--- src/rtl/shift_rows.sv ---
// shift_rows: registered AES ShiftRows/InvShiftRows byte permutation, 1 or 2 register stages.
module shift_rows #(
  parameter int PIPE_STAGES = 1
) (
  input  logic         clk,
  input  logic         rst,
  input  logic         in_valid,
  input  logic         inverse,
  input  logic [127:0] data_in,
  output logic         out_valid,
  output logic [127:0] data_out
);
  logic [127:0] perm, d1;
  logic         v1;
  // Source byte index for output byte k: row r = k%4 pulls from column (c +/- r) mod 4.
  function automatic int src(input int k, input logic inv);
    return 4 * ((inv ? k / 4 - k % 4 + 4 : k / 4 + k % 4) % 4) + k % 4;
  endfunction
  always_comb begin
    perm = '0;
    for (int k = 0; k < 16; k++) perm[127 - 8 * k -: 8] = data_in[127 - 8 * src(k, inverse) -: 8];
  end
  always_ff @(posedge clk) begin
    if (rst) begin
      d1 <= '0;
      v1 <= 1'b0;
    end else begin
      v1 <= in_valid;
      if (in_valid) d1 <= perm;
    end
  end
  generate
    if (PIPE_STAGES == 1) begin : g_one
      assign data_out  = d1;
      assign out_valid = v1;
    end else if (PIPE_STAGES == 2) begin : g_two
      logic [127:0] d2;
      logic         v2;
      always_ff @(posedge clk) begin
        if (rst) begin
          d2 <= '0;
          v2 <= 1'b0;
        end else begin
          v2 <= v1;
          if (v1) d2 <= d1;
        end
      end
      assign data_out  = d2;
      assign out_valid = v2;
    end else begin : g_bad
      $error("shift_rows: PIPE_STAGES must be 1 or 2");
    end
  endgenerate
endmodule

--- config.mk ---
export PLATFORM = sky130hd
export DESIGN_NAME = shift_rows
export DESIGN_NICKNAME = d
export VERILOG_FILES = /design/src/rtl/shift_rows.sv
export SDC_FILE = /design/constraint.sdc
export NUM_CORES = 1
export LEC_CHECK = 0
export CAP_MARGIN = 20
export CORE_ASPECT_RATIO = 0.9
export CORE_MARGIN = 2
export CORE_UTILIZATION = 41
export CTS_BUF_LIST = sky130_fd_sc_hd__clkbuf_8
export CTS_CLUSTER_DIAMETER = 40
export DETAILED_ROUTE_END_ITERATION = 12
export GPL_ROUTABILITY_DRIVEN = 0
export PLACE_DENSITY = 0.82
export SETUP_SLACK_MARGIN = 0.05
export SLEW_MARGIN = 30
export SYNTH_ARGS = -nofsm -noshare
export SYNTH_HDL_FRONTEND = slang
export SYNTH_SLANG_ARGS = --single-unit
--- constraint.sdc ---
create_clock -name clk -period 1.3 [get_ports clk]
set_input_delay 0.26 -clock clk [delete_from_list [all_inputs] [get_ports clk]]
set_output_delay 0.26 -clock clk [all_outputs]
set_load 0.01 [all_outputs]
==> results of run 1 <==
[state kept, by name, summed over array words and instances (netlist names)]
name	cells
data_out	128
out_valid	1
[power by group through the flow]
| stage | sequential [uW] | clock, uW | combinational (uW) |
|---|---|---|---|
| final | 4370 | 3760 | 1660 |
| after global routing | 4400 | 4050 | 1800 |
| after CTS | 4370 | 3840 | 1670 |
| after detailed placement | 4440 | 0 | 1890 |
| after global placement | 4430 | 0 | 1850 |
| after floorplan | 4560 | 0 | 682 |
[final timing paths]
| check | cells past startpoint | to | slack [ns] | start |
|---|---|---|---|---|
| max | 1 | data_out[119] | 0.09 | data_out[119] |
| min | 3 | data_out[110] | 0.27 | rst |
| max reg2reg | 3 | data_out[48] | 0.51 | data_out[48] |
| min reg2reg | 2 | data_out[55] | 0.48 | data_out[55] |
[per-layer routing]
layer	up-vias	global-route usage	routed length [microns]
met2	162	0.389	7680
li1	2230	-	-
met1	2138	0.240	5780
met3	24	0.0914	1260
met4	0	0.0866	320
met5	-	0	0
[layout by cell type (no fill, tap or decap)]
master           count
clkbuf_8            18
a211oi_2             2
buf_2              124
inv_6                2
buf_6                3
buf_4               11
a211oi_1            62
buf_12              10
dfxtp_1             71
bufinv_16            4
dfxtp_2             58
clkinv_4             1
clkinv_2             5
nor2_1             128
clkdlybuf4s50_1    128
nor2b_1              1
clkinvlp_4           2
mux2i_1            128
[area by class of cell]
cell class	count	area [sq um]	area share
Clock buffer	18	248	0.0319
Timing Repair Buffer	276	2220	0.286
Clock inverter	14	186	0.0240
Tap cell	160	200	0.0258
Sequential cell	129	2660	0.342
Multi-Input combinational cell	321	2260	0.291
[kinds of logic after synthesis]
| kind of cell | count (synthesis) |
|---|---|
| flops | 129 |
| simple gates | 129 |
| mux | 128 |
| buf+inv | 43 |
| compound gates | 64 |
[repair_timing]
action / 4_1_cts / 5_1_grt
gates resized for setup: 565 / 14
hold endpoints to repair: 0 / 0
endpoints found under the setup margin: 129 / 14
buffers inserted: 2 / 0
[stage by stage]
step           instance area [sq um]  total power (uW)  setup slack, ns  utilization  hold slack [ns]
3_5_place_dp                    7870              6340            0.100        0.647            0.478
5_1_grt                         7770             10200           0.0503        0.638            0.263
6_report                        7770              9800           0.0919        0.638            0.269
2_1_floorplan                   5170              5240            0.242            -            0.407
3_3_place_gp                    7870              6280            0.100        0.647            0.471
4_1_cts                         7740              9880           0.0519        0.636            0.240
==> impl_metrics.env, run 1 <==
export IMPL_synthArstFlopShare=0
export IMPL_start_util=0.425
export IMPL_cp_start_kind="flip-flop"
export IMPL_synthSimpleGateAreaFrac=0.0942
export IMPL_grt_use_total=0.224
export IMPL_drt_total_wl_microns=15000
export IMPL_cts_max_level=4
export IMPL_pwr_share_comb=0.170
export IMPL_synthAdderAreaFrac=0
export IMPL_wl_per_cell_microns=16.4
export IMPL_max_freq_mhz=828
export IMPL_detail_route_antenna_nets=0
export IMPL_synthTopCellsByArea="dfxtp_1 (50%), mux2i_1 (25%), nor2_1 (9.3%)"
export IMPL_synth_top_family_by_area="multiplexers"
export IMPL_pin_count=261
export IMPL_drc=0
export IMPL_syn_inst=493
export IMPL_ys_ff_latch=129
export IMPL_ys_types=12
export IMPL_postCtsHoldBufs=0
export IMPL_synthXorXnorAreaFrac=0
export IMPL_leakagePower_uw=0.00365
export IMPL_synth_warnings=0
export IMPL_nets=877
export IMPL_stdcell_count=918
export IMPL_clk_insertion_delay_late_ns=0.44
export IMPL_fin_crit_sh=0.929
export IMPL_cts_root_buf="clkbuf_8"
export IMPL_cp_max_fo=2
export IMPL_clk_pin_slew_ns=0.08
export IMPL_crit_type="flip-flop to output port"
export IMPL_worst_pin_slew_ns=0.344
export IMPL_antenna_cells=0
export IMPL_synth_most_common_cell="dfxtp_1"
export IMPL_critical_path_arrival_ns=0.95
export IMPL_power_internal_uw=7270
export IMPL_peakVddDrop_v=0.000805
export IMPL_setup_viol=0
export IMPL_cts_tree="done"
export IMPL_critical_path_top_delay_family="flip-flops"
export IMPL_fin_crit_ns=1.21
export IMPL_dieWidth_microns=122
export IMPL_drtIter0Drc=230
export IMPL_outcome="finished clean"
export IMPL_synth_compound_area_frac=0.0949
export IMPL_seq_area_frac_synth=0.500
export IMPL_synth_area_sq_mm=0.00517
export IMPL_routed_via_count=4554
export IMPL_crit_chain="buf_2"
export IMPL_die_area_sq_mm=0.0135
export IMPL_grt_pass1_vias=4700
export IMPL_numCtsBuffers=17
export IMPL_power_share_switching=0.258
export IMPL_antenna_found_initial=0
export IMPL_drive_gt1_frac=0.317
export IMPL_placed_cells=884
export IMPL_cp_end_kind="output port"
export IMPL_cp_num_buf_inv=1
export IMPL_rsz0062_at_grt="false"
export IMPL_nFillCells=1025
export IMPL_synthMuxAreaShare=0.248
export IMPL_clockBufferDepth=2
export IMPL_cp_slowest_cell="dfxtp_2"
export IMPL_slew_headroom=0.771
export IMPL_fin_skew_ns=0
export IMPL_hold_class="input pin to flip-flop"
export IMPL_seq_power_share=0.446
export IMPL_coreArea_sq_mm=0.0122
export IMPL_placementRows=38
export IMPL_die_h_microns=111
export IMPL_drt_pass1_iter_count=5
export IMPL_synth_flop_cell="dfxtp_1"
export IMPL_cp_required_ns=1.04
export IMPL_dp_hpwl_microns=10800
export IMPL_cts_sinks=129
export IMPL_avgSynthCellArea_sq_um=10.5
export IMPL_p_switching_uw=2530
export IMPL_synth_edf_count=0
export IMPL_io_buffers=260
export IMPL_grt_max_degree=79
export IMPL_synth_top_area_cell="dfxtp_1"
export IMPL_power_density_mw_per_mm2=1260
export IMPL_cap_violations=0
export IMPL_setup_tns_final_ns=0
export IMPL_area_growth_pct=50.3
export IMPL_max_stage_delay_ns=0.36
export IMPL_grt_pass1_wl_microns=23600
export IMPL_clkPwrFrac=0.384
export IMPL_hold_viol=0
export IMPL_grt_overflow_total=0
export IMPL_synth_nets=625
export IMPL_final_max_slew_violation_count=0
export IMPL_yosysTopAreaCellShare=0.500
export IMPL_viasPerCell=4.96
export IMPL_synth_commonest_cells="dfxtp_1 (129), mux2i_1 (128), nor2_1 (128)"
No activity file was read; power rests on OpenSTA's default activity.
==> inputs of run 2 (changes only) <==
Settings changed: CELL_PAD_IN_SITES_DETAIL_PLACEMENT from default to 2, CELL_PAD_IN_SITES_GLOBAL_PLACEMENT from default to 2, CORE_UTILIZATION 41 to 24, PLACE_DENSITY 0.82 to 0.94, SKIP_LAST_GASP from default to 1.
==> impl_metrics.env, run 2 (synthesis results as in run 1) <==
export IMPL_drc=0
export IMPL_cp_required_ns=1.04
export IMPL_pin_count=261
export IMPL_drt_total_wl_microns=19900
export IMPL_drive_gt1_frac=0.326
export IMPL_die_h_microns=143
export IMPL_final_max_slew_violation_count=0
export IMPL_coreArea_sq_mm=0.0210
export IMPL_nets=884
export IMPL_cts_root_buf="clkbuf_8"
export IMPL_cp_num_buf_inv=1
export IMPL_grt_pass1_vias=5288
export IMPL_critical_path_top_delay_family="flip-flops"
export IMPL_worst_pin_slew_ns=0.463
export IMPL_grt_use_total=0.176
export IMPL_largest_reg_flops=128
export IMPL_crit_chain="buf_2"
export IMPL_die_area_sq_mm=0.0227
export IMPL_viasPerCell=4.45
export IMPL_nFillCells=2267
export IMPL_grt_pass1_wl_microns=30100
export IMPL_drtIter0Drc=146
export IMPL_slew_headroom=0.683
export IMPL_clk_insertion_delay_late_ns=0.42
export IMPL_setup_viol=0
export IMPL_cp_slowest_cell="dfxtp_1"
export IMPL_fin_skew_ns=0
export IMPL_power_density_mw_per_mm2=1240
export IMPL_antenna_cells=0
export IMPL_io_buffers=260
export IMPL_drt_pass1_iter_count=4
export IMPL_hold_class="input pin to flip-flop"
export IMPL_cts_max_level=4
export IMPL_max_stage_delay_ns=0.35
export IMPL_wl_per_cell_microns=18.9
export IMPL_fin_crit_ns=1.19
export IMPL_cp_start_kind="flip-flop"
export IMPL_grt_overflow_total=0
export IMPL_routed_via_count=4668
export IMPL_final_core_util=0.379
export IMPL_dp_hpwl_microns=15000
export IMPL_grt_max_degree=60
export IMPL_clk_pin_slew_ns=0.08
export IMPL_cap_violations=0
export IMPL_max_freq_mhz=840
export IMPL_peakVddDrop_v=0.000660
export IMPL_mostFrequentLayoutCells="mux2i_1 (128), nor2_1 (128), clkdlybuf4s50_1 (128)"
export IMPL_postLayoutSetupSlackWorst_ns=0.110
export IMPL_cp_end_kind="output port"
export IMPL_place_ws_ns=-0.129
export IMPL_numCtsBuffers=17
export IMPL_cts_tree="done"
export IMPL_detail_route_antenna_nets=0
export IMPL_cts_sinks=129
export IMPL_clockBufferDepth=2
export IMPL_dieWidth_microns=159
export IMPL_area_growth_pct=53.7
export IMPL_cp_max_fo=2
export IMPL_setup_tns_final_ns=0
export IMPL_rsz0062_at_grt="true"
export IMPL_leakagePower_uw=0.00366
export IMPL_antenna_found_initial=0
export IMPL_critical_path_arrival_ns=0.93
export IMPL_start_util=0.247
export IMPL_placementRows=50
export IMPL_fin_crit_sh=0.915
export IMPL_crit_type="flip-flop to output port"
export IMPL_hold_viol=0
export IMPL_outcome="finished clean"
==> run 2: cell types whose count changed in the layout (fill, tap and decap cells not counted), sizes merged <==
cell | previous run | this run
clkinv | 6 | 4
clkbuf | 18 | 19
clkinvlp | 2 | 3
bufinv | 4 | 3
buf | 148 | 155
==> run 2: final cells by class <==
| class | count | area (sq um) | share of cell area |
|---|---|---|---|
| Timing Repair Buffer | 283 | 2250 | 0.283 |
| Multi-Input combinational cell | 321 | 2260 | 0.284 |
| Clock inverter | 12 | 158 | 0.0198 |
| Sequential cell | 129 | 2660 | 0.335 |
| Clock buffer | 19 | 262 | 0.0329 |
| Tap cell | 286 | 358 | 0.0450 |
==> run 2: stage by stage <==
stage / std cells / area (sq um) / power [uW] / hold slack, ns
3_3_place_gp: 1013 / 8030 / 6340 / 0.469
5_1_grt: 1050 / 7940 / 10300 / 0.156
4_1_cts: 1050 / 7910 / 10000 / 0.142
6_report: 1050 / 7940 / 9820 / 0.175
2_1_floorplan: 493 / 5170 / 5240 / 0.407
3_5_place_dp: 1013 / 8030 / 6430 / 0.483
==> run 2: timing repair <==
action,4_1_cts,5_1_grt
hold buffers,0,0
resized for setup,570,15
buffers inserted,6,0
setup endpoints to repair,129,12
==> run 2: per-layer routing <==
| metal | GRT usage | routed length (microns) | vias to the layer above |
|---|---|---|---|
| li1 | - | - | 2235 |
| met1 | 0.187 | 7580 | 2273 |
| met2 | 0.332 | 10700 | 137 |
| met3 | 0.0464 | 1220 | 23 |
| met4 | 0.0593 | 364 | 0 |
| met5 | 0 | 0 | - |
==> run 2: path summary, 6_finish.rpt <==
path	slack (ns)	start	cells past startpoint	endpoint
worst max-delay path	0.11	data_out[51]	1	data_out[51]
worst min-delay path	0.18	in_valid	2	data_out[82]
worst max register to register	0.43	data_out[54]	2	data_out[54]
worst min register to register	0.49	data_out[38]	2	data_out[38]
==> run 2: power breakdown <==
| part | internal [uW] | switching [uW] |
|---|---|---|
| clock network | 2000 | 1710 |
| registers | 4240 | 136 |
| logic | 902 | 833 |
